## config.mk

```make
export PLATFORM = sky130hd
export DESIGN_NAME = pc_fetch_controller
export DESIGN_NICKNAME = d
export VERILOG_FILES = /design/src/rtl/pc_fetch_controller.sv
export SDC_FILE = /design/constraint.sdc
export NUM_CORES = 1
export LEC_CHECK = 0
export CORE_UTILIZATION = 42
export CTS_CLUSTER_SIZE = 24
export DETAILED_ROUTE_END_ITERATION = 7
export HOLD_SLACK_MARGIN = 0.03
export PLACE_DENSITY_LB_ADDON = 0.25
export RECOVER_POWER = 50
export SLEW_MARGIN = 5
export SYNTH_ARGS = -nofsm -noshare
export SYNTH_HDL_FRONTEND = slang
export SYNTH_SLANG_ARGS = --single-unit
```

## constraint.sdc

```tcl
create_clock -name clk -period 2.4 [get_ports clk]
set_input_delay 0.36 -clock clk [delete_from_list [all_inputs] [get_ports clk]]
set_output_delay 0.36 -clock clk [all_outputs]
set_load 0.01 [all_outputs]
```

## src/rtl/pc_fetch_controller.sv

```systemverilog
// Front-of-IF program counter owner: sequences imem fetches, honours load-use stalls,
// and takes EX-stage redirects with one-cycle squash pulses to the upstream pipeline registers.
module pc_fetch_controller #(
    parameter logic [15:0] RESET_PC = 16'h0000,
    parameter logic [15:0] PC_INC   = 16'd2
) (
    input  logic        clk,
    input  logic        rst_n,
    input  logic        flush,
    input  logic [1:0]  pc_update_mux_signal,
    input  logic [15:0] branch_target,
    input  logic [15:0] jlr_target,
    input  logic [15:0] jri_target,
    input  logic        stall,
    input  logic        imem_ready,
    output logic [15:0] pc_out,
    output logic        imem_req,
    output logic        if_valid,
    output logic        kill_if_id,
    output logic        kill_id_rr,
    output logic        kill_rr_ex,
    output logic [7:0]  redirect_count,
    output logic        protocol_err
);

    // Handshake: a fetch completes on an edge where imem_req=1, imem_ready=1 and stall=0;
    // if_valid is high in the cycle after that edge. A redirect preempts any pending fetch.
    typedef enum logic [1:0] {
        IDLE     = 2'b00,
        FETCH    = 2'b01,
        WAIT_MEM = 2'b10,
        REDIRECT = 2'b11
    } state_t;

    state_t      state, state_next;
    logic [15:0] pc_next;
    logic [15:0] target;
    logic        if_valid_next;
    logic        sel_nz;
    logic        redirect_req;
    logic        malformed;
    logic        take_redirect;

    always_comb begin
        sel_nz       = (pc_update_mux_signal != 2'b00);
        redirect_req = flush && sel_nz;
        malformed    = flush != sel_nz;
        target       = branch_target;
        unique case (pc_update_mux_signal)
            2'b10:   target = jlr_target;
            2'b11:   target = jri_target;
            default: target = branch_target;
        endcase
    end

    always_comb begin
        state_next    = state;
        pc_next       = pc_out;
        if_valid_next = 1'b0;
        take_redirect = 1'b0;
        unique case (state)
            IDLE: state_next = FETCH;
            FETCH: begin
                if (redirect_req) begin
                    take_redirect = 1'b1;
                end else if (stall) begin
                    state_next = FETCH;
                end else if (!imem_ready) begin
                    state_next = WAIT_MEM;
                end else begin
                    pc_next       = pc_out + PC_INC;
                    if_valid_next = 1'b1;
                end
            end
            WAIT_MEM: begin
                if (redirect_req) begin
                    take_redirect = 1'b1;
                end else if (imem_ready && !stall) begin
                    pc_next       = pc_out + PC_INC;
                    if_valid_next = 1'b1;
                    state_next    = FETCH;
                end
            end
            REDIRECT: begin
                if (redirect_req) take_redirect = 1'b1;
                else              state_next    = FETCH;
            end
            default: state_next = IDLE;
        endcase
        // Redirect from IDLE is ignored: the pipeline behind us holds nothing yet.
        if (take_redirect) begin
            pc_next    = {target[15:1], 1'b0};
            state_next = REDIRECT;
        end
    end

    always_ff @(posedge clk or negedge rst_n) begin
        if (!rst_n) begin
            state          <= IDLE;
            pc_out         <= RESET_PC;
            imem_req       <= 1'b0;
            if_valid       <= 1'b0;
            kill_if_id     <= 1'b0;
            kill_id_rr     <= 1'b0;
            kill_rr_ex     <= 1'b0;
            redirect_count <= 8'h00;
            protocol_err   <= 1'b0;
        end else begin
            state          <= state_next;
            pc_out         <= pc_next;
            imem_req       <= (state_next == FETCH) || (state_next == WAIT_MEM);
            if_valid       <= if_valid_next;
            kill_if_id     <= (state_next == REDIRECT);
            kill_id_rr     <= (state_next == REDIRECT);
            kill_rr_ex     <= (state_next == REDIRECT);
            if (take_redirect && (redirect_count != 8'hFF))
                redirect_count <= redirect_count + 8'd1;
            if (malformed || (take_redirect && target[0]))
                protocol_err <= 1'b1;
        end
    end

endmodule
```

Word-level counts from Yosys, hierarchy flattened
Index checks and enable logic that the tools add are counted.
Widths: inputs -> output; s select.

storage, ports and cells
  latch bits = 0
  memories = 0
  bits in read-only memories = 0
  register bits after elaboration = 30
  output and inout port bits = 30
  RAM bits = 0

operators by class
  order comparisons = 0
  mux-type cells = 24
  multipliers = 0
  divide/modulo/power cells = 0
  shifts and indexed selects = 0
  equal/unequal tests = 15
  bitwise operators = 0
  reductions and logical operators = 12
  add/sub/neg operators = 2

operator list
  kind                   number
  $mux 16                6
  $pmux 16 s2            2
  $add 16x2->16 const B  1
  $ne 3x3->1 const B     5
  $mux 2                 7
  $eq 2x2->1 const B     6
  $add 8x1->8 const B    1
  $ne 8x8->1 const B     1
  $pmux 2 s4             1
  $mux 1                 7
  $reduce_and 6->1       1
  $eq 2x1->1 const B     2
  $logic_and 1x1->1      4
  $reduce_bool 3->1      1
  $reduce_or 3->1        1
  $logic_not 2->1        1
  $logic_or 1x1->1       2
  $pmux 1 s2             1
  $reduce_bool 2->1      1
  $logic_not 1->1        1
  $ne 1x1->1             1

Longest topological paths before layout
  depth in word-level cells = 8
  depth in mapped cells = 10

Worst setup path before layout
No wires, ideal clock.

  path type = input -> register
  start = input pc_update_mux_signal[0]
  end = register imem_req
  buffers on the path = 2
  arrival = 2.165 ns
  setup time = 0.126 ns
  setup slack = 0.109 ns
  cell stages on the path = 7
  cells stage by stage = buf_2 buf_4 or2_2 ha_1 or3_1 a221o_1 ha_1

on the way
  word-level cells in the longest chain between the ends = 7

ends and longest elaborated chain
  item                                      line  text
  from (decl)                               10    input logic [1:0] pc_update_mux_signal,
  $reduce_bool 2->1 (*)                     45    sel_nz = (pc_update_mux_signal != 2'b00);
  $logic_and 1x1->1 (*)                     46    redirect_req = flush && sel_nz;
  $mux 2, or another cell as far along      85    if (redirect_req) take_redirect = 1'b1;
  $pmux 2 s4 or $mux 1 (tied branches)      n/a
  $mux 2 (*)                                91    if (take_redirect) begin
  named net state_next[0]                   35    state_t state, state_next;
  $eq 2x1->1 or $eq 2x2->1 (tied branches)  111   imem_req <= (state_next == FETCH) || (state_next == WAIT_MEM);
  $logic_or 1x1->1 (*)                      111
  to (signal assigned)                      111
  to (decl)                                 17    output logic imem_req,

The timed path passes the listed nets; every way through them passes the cells marked *.
A chain may end at the register's enable or synchronous reset.

Worst setup path in the final report
  start = input pc_update_mux_signal[1]
  end = register imem_req

Same word-level chain as after synthesis.

==> flow_metrics.env <==
export IMPL_crit_type="primary input to flip-flop"
export IMPL_grt_overflow=0
export IMPL_synth_nets=291
export IMPL_cellPowerDensity_nw_per_um2=979
export IMPL_skew_ns=0.00591
export IMPL_vias=2092
export IMPL_chipHeight_um=72.1
export IMPL_antenna_found_initial=0
export IMPL_worst_setup_path_start_kind="primary input"
export IMPL_root_buffer="clkbuf_8"
export IMPL_start_util_pct=43.7
export IMPL_ys_ff_latch=29
export IMPL_path_cells="clkdlybuf4s50_1, or2_2, ha_1, buf_4, or3_1, a221o_1, ha_1"
export IMPL_maxSlewHeadroom_pct=-10.1
export IMPL_clock_fmax_mhz=446
export IMPL_syn_to_final_growth_pct=47.5
export IMPL_fin_util_pct=64.5
export IMPL_hold_viol=0
export IMPL_yosysWarnings=0
export IMPL_final_cells=379
export IMPL_cts_tree="built"
export IMPL_drtPass1Iterations=5
export IMPL_tns_ns=0
export IMPL_clockBufferDepth=2
export IMPL_endpoint_kind="flip-flop"
export IMPL_synth_async_reset_ratio_pct=100
export IMPL_ctsHoldBuffers=0
export IMPL_nNetsFinal=375
export IMPL_core_um2=4720
export IMPL_ys_top_cells_by_count="dfrtp_1, a21oi_1, nor2_1"
export IMPL_numPortBuffers=83
export IMPL_die_w_um=72.1
export IMPL_drive_gt1_share_pct=8.65
export IMPL_routedWlPerCell_um=15.2
export IMPL_hold_path_class="flip-flop to flip-flop"
export IMPL_period_needed_ns=2.24
export IMPL_synthCells=228
export IMPL_critical_path_max_stage_delay_ns=0.41
export IMPL_cpMostUsedCell="ha_1"
export IMPL_crit_path_top_delay_cell="clkdlybuf4s50_1"
export IMPL_diodes=0
export IMPL_ys_seq_area_share_pct=35.2
export IMPL_peakVddDrop_mv=0.558
export IMPL_timing_rr_start="state[1]$_DFF_PN0_"
export IMPL_status="finished, violations left"
export IMPL_drtIter0Drc=179
export IMPL_max_cap_violations=1
export IMPL_placed_cells=372
export IMPL_p_leak_nw=1.30
export IMPL_cp_startpoint="pc_update_mux_signal[1]"
export IMPL_grt_max_degree=33
export IMPL_ant_nets=0
export IMPL_globalRouteTotalUtil_pct=22.5
export IMPL_die_area_um2=5200
export IMPL_yosysUniqueCellTypes=51
export IMPL_grt_first_pass_wirelength_um=9030
export IMPL_worstPathRequired_ns=2.56
export IMPL_worst_ep_arrival_time_ns=2.41
export IMPL_synth_top_area_share_pct=35.2
export IMPL_ys_flop_type="dfrtp_1"
export IMPL_final_area_um2=3040
export IMPL_gp_congestion=0.817
export IMPL_yosysMostFrequentCell="dfrtp_1"
export IMPL_synth_top_area_cell="dfrtp_1"
export IMPL_cts_repair_resized=0
export IMPL_dp_hpwl_um=4300
export IMPL_drc_errors=0
export IMPL_synthTopCellsByArea="dfrtp_1, mux2i_1, a21oi_1"
export IMPL_clk_insertion_delay_late_ns=0.28
export IMPL_slew_viol_final=30
export IMPL_tightestPinTransition_ns=1.65
export IMPL_holdWs_ns=0.483
export IMPL_via_per_inst=5.52
export IMPL_htreeDepth=2
export IMPL_clk_pin_slew_worst_paths_ns=0.06
export IMPL_cts_sink_count=29
export IMPL_num_rows=25
export IMPL_ioPinCount=85
export IMPL_numCtsBuffers=5
export IMPL_setup_violations=0
export IMPL_post_cts_buffers=0
export IMPL_place_area_um2=2970
export IMPL_critPathMaxFanout=5
export IMPL_grt_pass1_vias=1891
export IMPL_synth_edff_count=0
export IMPL_synthesis_area_um2=2060
export IMPL_rsz0062_at_grt="false"
export IMPL_min_period_over_period_pct=93.5
export IMPL_totalWireLength_um=5750
export IMPL_violations="max-capacitance violations, max-slew violations"
export IMPL_hold_start="redirect_count[6]$_DFFE_PN0P_"
export IMPL_synth_avg_cell_area_um2=9.05
power by group:
part           total, mW  internal, mW  switching, mW
sequential         0.972         0.697          0.275
clock              0.400         0.227          0.174
combinational       1.61         0.847          0.762
total               2.98          1.77           1.21
flip-flops by register name, summed over array words and instances (netlist names):
| register | flops |
|---|---|
| redirect_count | 8 |
| state | 2 |
| if_valid | 1 |
| protocol_err | 1 |
| kill_rr_ex | 1 |
| pc_out | 15 |
| imem_req | 1 |
critical path, delay by kind of cell:
family / cells / cell delay (ns)
AOI/OAI and AO/OA: 1 / 0.29
adders and majority gates: 2 / 0.53
buffers and inverters: 2 / 0.57
and+or+nand+nor: 2 / 0.65
path summary, 6_finish.rpt:
check                           depth (start not counted)  slack, ns                             to
worst min-delay path                                    1       0.48  redirect_count[6]$_DFFE_PN0P_
worst max register to register                          7       0.41         pc_out[10]$_DFFE_PN0P_
worst max-delay path                                    7       0.16             imem_req$_DFF_PN0_
worst min register to register                          1       0.48  redirect_count[6]$_DFFE_PN0P_
min in group asynchronous                               2       0.97             imem_req$_DFF_PN0_
max in group asynchronous                               2       0.47  redirect_count[5]$_DFFE_PN0P_
through the flow:
stage	worst slack (ns)	power, mW
4_1_cts	0.145	3.01
3_3_place_gp	-0.132	2.56
6_report	0.157	2.98
3_5_place_dp	-0.160	2.60
2_1_floorplan	0.109	1.85
5_1_grt	0.0516	3.20
placed cells by master (no fill, tap or decap), types with 3 or more instances in the layout:
cell             instances
inv_1                    7
nand3_1                  8
nand2_1                 15
clkdlybuf4s50_1         70
and3_1                   4
buf_4                   10
a21oi_1                 28
dlygate4sd3_1           13
nor2_1                  19
a2bb2oi_1                3
clkbuf_8                 6
mux2i_1                 18
a211oi_1                 3
nand4_1                  5
o22ai_1                  5
ha_1                     8
dfrtp_1                 29
xnor2_1                  5
o21ai_0                 12
routing by layer:
metal / GRT usage, % / wire length, µm / vias to the layer above
met4: 9.15 / 106 / 0
met5: 0 / 0 / -
met3: 4.86 / 438 / 11
met2: 34.3 / 2590 / 88
met1: 31.1 / 2610 / 989
li1: - / - / 1004
final cells by class:
cell class / instances / area, µm²
sequential: 29 / 726
clock buffer: 7 / 86.3
inverter: 7 / 26.3
timing repair buffer: 95 / 930
multi-input combinational: 174 / 1190
tap: 67 / 83.8
fill: 418 / 1680
kinds of logic (layout without fill, tap and decap cells):
kind of cell               count (synthesis)  in the layout  share of synthesized area, %
buffers and inverters                     25            109                          6.79
other                                      1              1                         0.182
adders and majority gates                  8              8                          4.85
muxes                                     20             20                          9.82
AOI/OAI and AO/OA                         71             71                          23.3
xor gates and xnor gates                   7              7                          2.97
DFF                                       29             29                          35.2
and+or+nand+nor                           67             67                          16.9
No activity file was read; power rests on OpenSTA's default activity.
==> patch 1, RTL diff (same settings) <==
Re-encode `state_t` (4 states) as one-hot, 4 bits wide.
--- a/src/rtl/pc_fetch_controller.sv
+++ b/src/rtl/pc_fetch_controller.sv
@@ -27,7 +27,7 @@
     // if_valid is high in the cycle after that edge. A redirect preempts any pending fetch.
-    typedef enum logic [1:0] {
-        IDLE     = 2'b00,
-        FETCH    = 2'b01,
-        WAIT_MEM = 2'b10,
-        REDIRECT = 2'b11
+    typedef enum logic [3:0] {
+        IDLE     = 4'b0001,
+        FETCH    = 4'b0010,
+        WAIT_MEM = 4'b0100,
+        REDIRECT = 4'b1000
     } state_t;
Check against the original RTL: no difference found for any inputs over 10 cycles, from zero or initial values and one cycle with rst_n low; not proved beyond that.
==> patch 1 against the unedited design <==
  * The run still ends with capacitance limit, slew limit left
  * Critical path type unchanged
  * Area after synthesis rose by 3.0%
  * Sequential cell count up 2
  * Worst setup slack got worse by 0.12 ns
  * Die area is 2.9% higher
  * Clock skew down 0.0010 ns
  * Wire length fell by 4.5%
  * Total power shrank 9.2%
  * Synthesized cell count up 7.5%
  * Worst hold slack lost 0.0066 ns
  * Maximum frequency down 5.0%
  * Cell area up 5.7%
==> patch 1: results (changes against the unedited design) <==
CP arrival=2.53 ns (was 2.41 ns); worst slew pin tran=1.65 ns (about the same); wire length of the first global-routing pass=9050 um (was 9030 um); global routing met2 resource utilization=0.388 (was 0.343); final cell count without fillers=401 (was 379); DP Area=3110 um^2 (was 2970 um^2); post-synthesis compound-gate area fraction=0.145 (was 0.233); synthesized area per cell=8.68 um^2 (was 9.05 um^2); most frequent cells after synthesis=36 x nor2_1, 30 x dfrtp_1, 26 x a21oi_1, 18 x mux2i_1, 14 x xnor2_1 (was 29 x dfrtp_1, 28 x a21oi_1, 19 x nor2_1, 18 x mux2i_1, 15 x nand2_1); dominant cells by area after synthesis=dfrtp_1 35%, mux2i_1 8.5%, nor2_1 6.4% (was dfrtp_1 35%, mux2i_1 8.7%, a21oi_1 6.8%); layout filler cell count=414 (was 418); number of slew-limit violations in the final report=32 (was 30); Final Hold Slack=0.476 ns (was 0.483 ns); xor-xnor portion of the synthesized cell area=0.0742 (was 0.0297); Fmax=423 MHz (was 446 MHz); unique cell type count in the Yosys netlist=49 (was 51); starting utilization of the core area=0.444 (was 0.437); reg-to-reg setup timing slack=0.25 ns (was 0.41 ns); Max Cap Violations=1 (unchanged); highest ir drop seen on vdd=614 uV (was 558 uV); Total GRT Usage=0.222 (was 0.225); register area share after synthesis=0.366 (was 0.352); Max Clock Skew=0.00491 ns (was 0.00591 ns); adder and majority gate portion of the synthesized area=0.0235 (was 0.0485); placer congestion estimate=0.819 (was 0.817); switching portion of total power=0.380 (was 0.406); violations in the final reports=capacitance limit, slew limit (unchanged); status=complete, but fails checks (unchanged); global-route met1 utilization=0.277 (was 0.311); share of cell area taken by muxes after synthesis=0.0954 (was 0.0982); Detailed Place HPWL=4220 um (was 4300 um); routed wire length=5490 um (was 5750 um); starting DRC count in detailed routing=91 (was 179); maximum number of pins on one net before global-route repair=33 (unchanged); Met2 Routed Length=2860 um (was 2590 um)
==> patch 1: area by class of cell <==
cell class                      count  share of cell area
Multi-Input combinational cell    190               0.398
Inverter                            5             0.00583
Timing Repair Buffer              100               0.298
Clock buffer                        8              0.0311
Tap cell                           67              0.0260
Sequential cell                    31               0.241
==> patch 1: power groups by stage <==
stage               Sequential [W]  Combinational, W  Clock (W)
floorplan                 0.000981          0.000668          0
global route              0.000984           0.00142   0.000498
CTS                       0.000954           0.00133   0.000462
finish                    0.000955           0.00130   0.000452
global placement          0.000951           0.00128          0
detailed placement        0.000960           0.00131          0
==> patch 1: cells by family after synthesis <==
logic type / count (synthesis)
adders and majority gates: 4
and+or+nand+nor: 96
AOI/OAI and AO/OA: 51
other: 1
buffers and inverters: 24
muxes: 20
DFF: 31
xor gates and xnor gates: 18
==> patch 1: path summary, 6_finish.rpt <==
kind / cells after the start / start / endpoint
max in group asynchronous: 2 / rst_n / pc_out[6]$_DFFE_PN0P_
max: 7 / pc_update_mux_signal[0] / redirect_count[5]$_DFFE_PN0P_
min reg2reg: 2 / protocol_err$_DFFE_PN0P_ / protocol_err$_DFFE_PN0P_
min in group asynchronous: 2 / rst_n / if_valid$_DFF_PN0_
max reg2reg: 4 / state[0]$_DFF_PN1_ / pc_out[11]$_DFFE_PN0P_
min: 2 / protocol_err$_DFFE_PN0P_ / protocol_err$_DFFE_PN0P_
==> patch 1: stage by stage <==
stage	setup TNS, ns	util
final	0	0.672
after global routing	0	0.672
after CTS	0	0.671
after detailed placement	-2.24	0.650
after global placement	-1.53	0.650
after floorplan	-0.0195	-
==> patch 1: worst max-delay path, stage by stage <==
cell,delay (ns)
clkdlybuf4s50_1,0.48
or2_2,0.14
ha_1,0.16
or3b_4,0.39
a2bb2oi_4,0.17
or4b_2,0.69
xnor2_1,0.14
==> patch 2, RTL diff (config.mk and constraints unchanged) <==
Without the edit above. Make the reset (`rst_n`) synchronous in one clocked block.
--- a/src/rtl/pc_fetch_controller.sv
+++ b/src/rtl/pc_fetch_controller.sv
@@ -96,3 +96,3 @@
 
-    always_ff @(posedge clk or negedge rst_n) begin
+    always_ff @(posedge clk) begin
         if (!rst_n) begin
Formal check against the unedited RTL: differs if rst_n is asserted again (counterexample within 4 cycles, from zero or initial values and one cycle with rst_n low); with rst_n held inactive, the same outputs for 10 cycles.
==> patch 2 against the unedited design <==
  * Cell area shrank 1.6%
  * Global-route usage grew 1.0 points
  * Cell count grew 4.5%
  * Wire length grew 0.23%
  * Clock skew grew 0.00066 ns
  * Area after synthesis shrank 5.6%
  * Maximum frequency shrank 0.51%
  * Sequential cell count is the same
  * Worst setup slack lost 0.011 ns
  * Highest routed layer unchanged
Power is not compared: it rests on default switching activity, and its combinational part moved more than twofold at a synthesized area within 25%.
==> patch 2: results (changes against the unedited design) <==
maximum number of buffers from clock root to sink=2 (unchanged); placer congestion estimate=0.928 (was 0.817); Port Buffer Count=83 (unchanged); Post-CTS Repair Setup Buffers=0 (unchanged); Clk Latency, worst-skew pair=0.28 ns (about the same); via count=2195 (was 2092); Clk pin slew, worst setup/hold paths=0.06 ns (about the same); highest ir drop seen on vdd=507 uV; Num CTS Buffers=5 (unchanged); R2R Path Start=state[0]$_SDFF_PN0_ (was state[1]$_DFF_PN0_); Detailed Place HPWL=4430 um (was 4300 um); Total GRT Usage=0.235 (was 0.225); reg-to-reg setup timing slack=0.41 ns (about the same); routed wire length=5760 um (was 5750 um); Placed Cells=388 (was 372); most frequent cells after synthesis=29 x dfxtp_1, 29 x nor2_1, 28 x a21oi_1, 25 x nand2_1, 17 x mux2i_1 (was 29 x dfrtp_1, 28 x a21oi_1, 19 x nor2_1, 18 x mux2i_1, 15 x nand2_1); max-slew headroom at the worst pin=0.659 (was -0.101); unique cell type count in the Yosys netlist=43 (was 51); Crit Path Max Fanout=10 (was 5); final cell count without fillers=396 (was 379); status=finished clean (was complete, but fails checks); H-tree depth=2 (unchanged); via count of the first global-routing pass=2000 (was 1891); Final Hold Slack=0.489 ns (was 0.483 ns); hold-critical path endpoint=pc_out[15]$_SDFFE_PN0P_ (was redirect_count[6]$_DFFE_PN0P_); total nets after synthesis=315 (was 291); hold path cells=2 (was 1); static leakage=1.20 nW; count of synthesis-stage warnings from yosys=0 (unchanged); Max Clock Skew=0.00656 ns (was 0.00591 ns); wire length of the first global-routing pass=9290 um (was 9030 um); Synth Flop Type=dfxtp_1 (was dfrtp_1); starting DRC count in detailed routing=154 (was 179); launch instance of the worst min-delay path=pc_out[15]$_SDFFE_PN0P_ (was redirect_count[6]$_DFFE_PN0P_); number of cells on the worst reg-to-reg path=9 (was 7); CP arrival=2.41 ns (about the same); instance count of the mapped netlist=252 (was 228); register area share after synthesis=0.298 (was 0.352); maximum number of pins on one net before global-route repair=33 (unchanged); layout cells sized above 1=0.102 (was 0.0865); reg-to-reg critical path endpoint=pc_out[14]$_SDFFE_PN0P_ (was pc_out[10]$_DFFE_PN0P_); number of cells upsized or downsized after cts=0 (unchanged); Root Buffer=clkbuf_8 (unchanged); worst hold-check path type=flop to flop (unchanged); number of antenna violations at the first check in global routing=0 (unchanged); async set-reset flop share out of synthesis=0 (was 1.00); dominant cells by area after synthesis=dfxtp_1 30%, mux2i_1 8.7%, a21oi_1 7.2% (was dfrtp_1 35%, mux2i_1 8.7%, a21oi_1 6.8%); DRT Pass-1 Iters=4 (was 5); antenna diode instance count=0 (unchanged); net count of the finished layout=406 (was 375); registers with the most flip-flops=pc_out: 15 flops, redirect_count: 8 flops, state: 2 flops (unchanged); number of flops mapped to enable cells by yosys=0 (unchanged)
[patch 2: cell types whose count changed after synthesis, sizes merged, moves of 4 or more]
| cell | change |
|---|---|
| dfrtp | -29 |
| dfxtp | +29 |
| nand2 | +10 |
| nor2 | +10 |
| nor3 | +9 |
| buf | -5 |
| clkbuf | +5 |
| o31a | +4 |
[patch 2: kinds of logic after synthesis]
logic type / count (synthesis) / synth area share
fa+ha+maj: 8 / 0.0514
other cells: 1 / 0.00193
buf+inv: 22 / 0.0527
compound gates: 71 / 0.237
mux: 18 / 0.0932
xor+xnor: 6 / 0.0270
simple gates: 97 / 0.239
flops: 29 / 0.298
[patch 2: power by group]
| group | internal, W | leakage, nW | total [W] | switching, W |
|---|---|---|---|---|
| registers | 0.000509 | 0.236 | 0.000542 | 0.0000325 |
| logic | 0.000227 | 0.917 | 0.000413 | 0.000186 |
| clock network | 0.000200 | 0.0450 | 0.000386 | 0.000186 |
[patch 2: final cells by class]
type	count	area, um^2
Timing Repair Buffer	102	973
Tap cell	52	65.1
Inverter	4	15.0
Fill cell	355	1420
Multi-Input combinational cell	201	1280
Sequential cell	29	581
Clock buffer	6	72.6
Clock inverter	2	10.0
[patch 2: critical path, stage by stage]
cell and delay [ns]:
clkdlybuf4s50_1 0.44, or2_2 0.29, ha_1 0.27, nor3b_4 0.29, o32ai_4 0.14, buf_4 0.19, buf_4 0.15, a21oi_1 0.17
o22ai_1 0.11
[patch 2: worst max path at each step]
stage,endpoint,cells after the start,slack [ns],from
2_1_floorplan,pc_out[14]$_SDFFE_PN0P_,10,0.01,pc_update_mux_signal[0]
3_3_place_gp,imem_req$_SDFF_PN0_,8,-0.13,pc_update_mux_signal[0]
3_5_place_dp,pc_out[1]$_SDFFE_PN0P_,9,-0.19,pc_update_mux_signal[0]
4_1_cts,pc_out[1]$_SDFFE_PN0P_,9,0.09,pc_update_mux_signal[0]
5_1_grt,pc_out[1]$_SDFFE_PN0P_,9,0.04,pc_update_mux_signal[0]
6_report,pc_out[10]$_SDFFE_PN0P_,9,0.15,pc_update_mux_signal[0]
[patch 2: metrics by stage]
stage          setup WS, ns  power, W  instance area [um^2]  setup TNS [ns]  utilization
2_1_floorplan        0.0115  0.000748                  1960               0            -
3_3_place_gp         -0.128  0.000965                  2910          -0.718        0.658
3_5_place_dp         -0.189  0.000969                  2910           -1.33        0.658
4_1_cts              0.0884   0.00136                  2990               0        0.677
5_1_grt              0.0402   0.00141                  3000               0        0.679
6_report              0.146   0.00134                  3000               0        0.679
[patch 2: layer usage]
layer  share of wire  global-route usage  up-vias
li1                -                   -     1099
met1            0.46               0.316      979
met2            0.44               0.377      113
met3           0.083              0.0606        4
met4          0.0078              0.0533        0
met5               0                   0        -
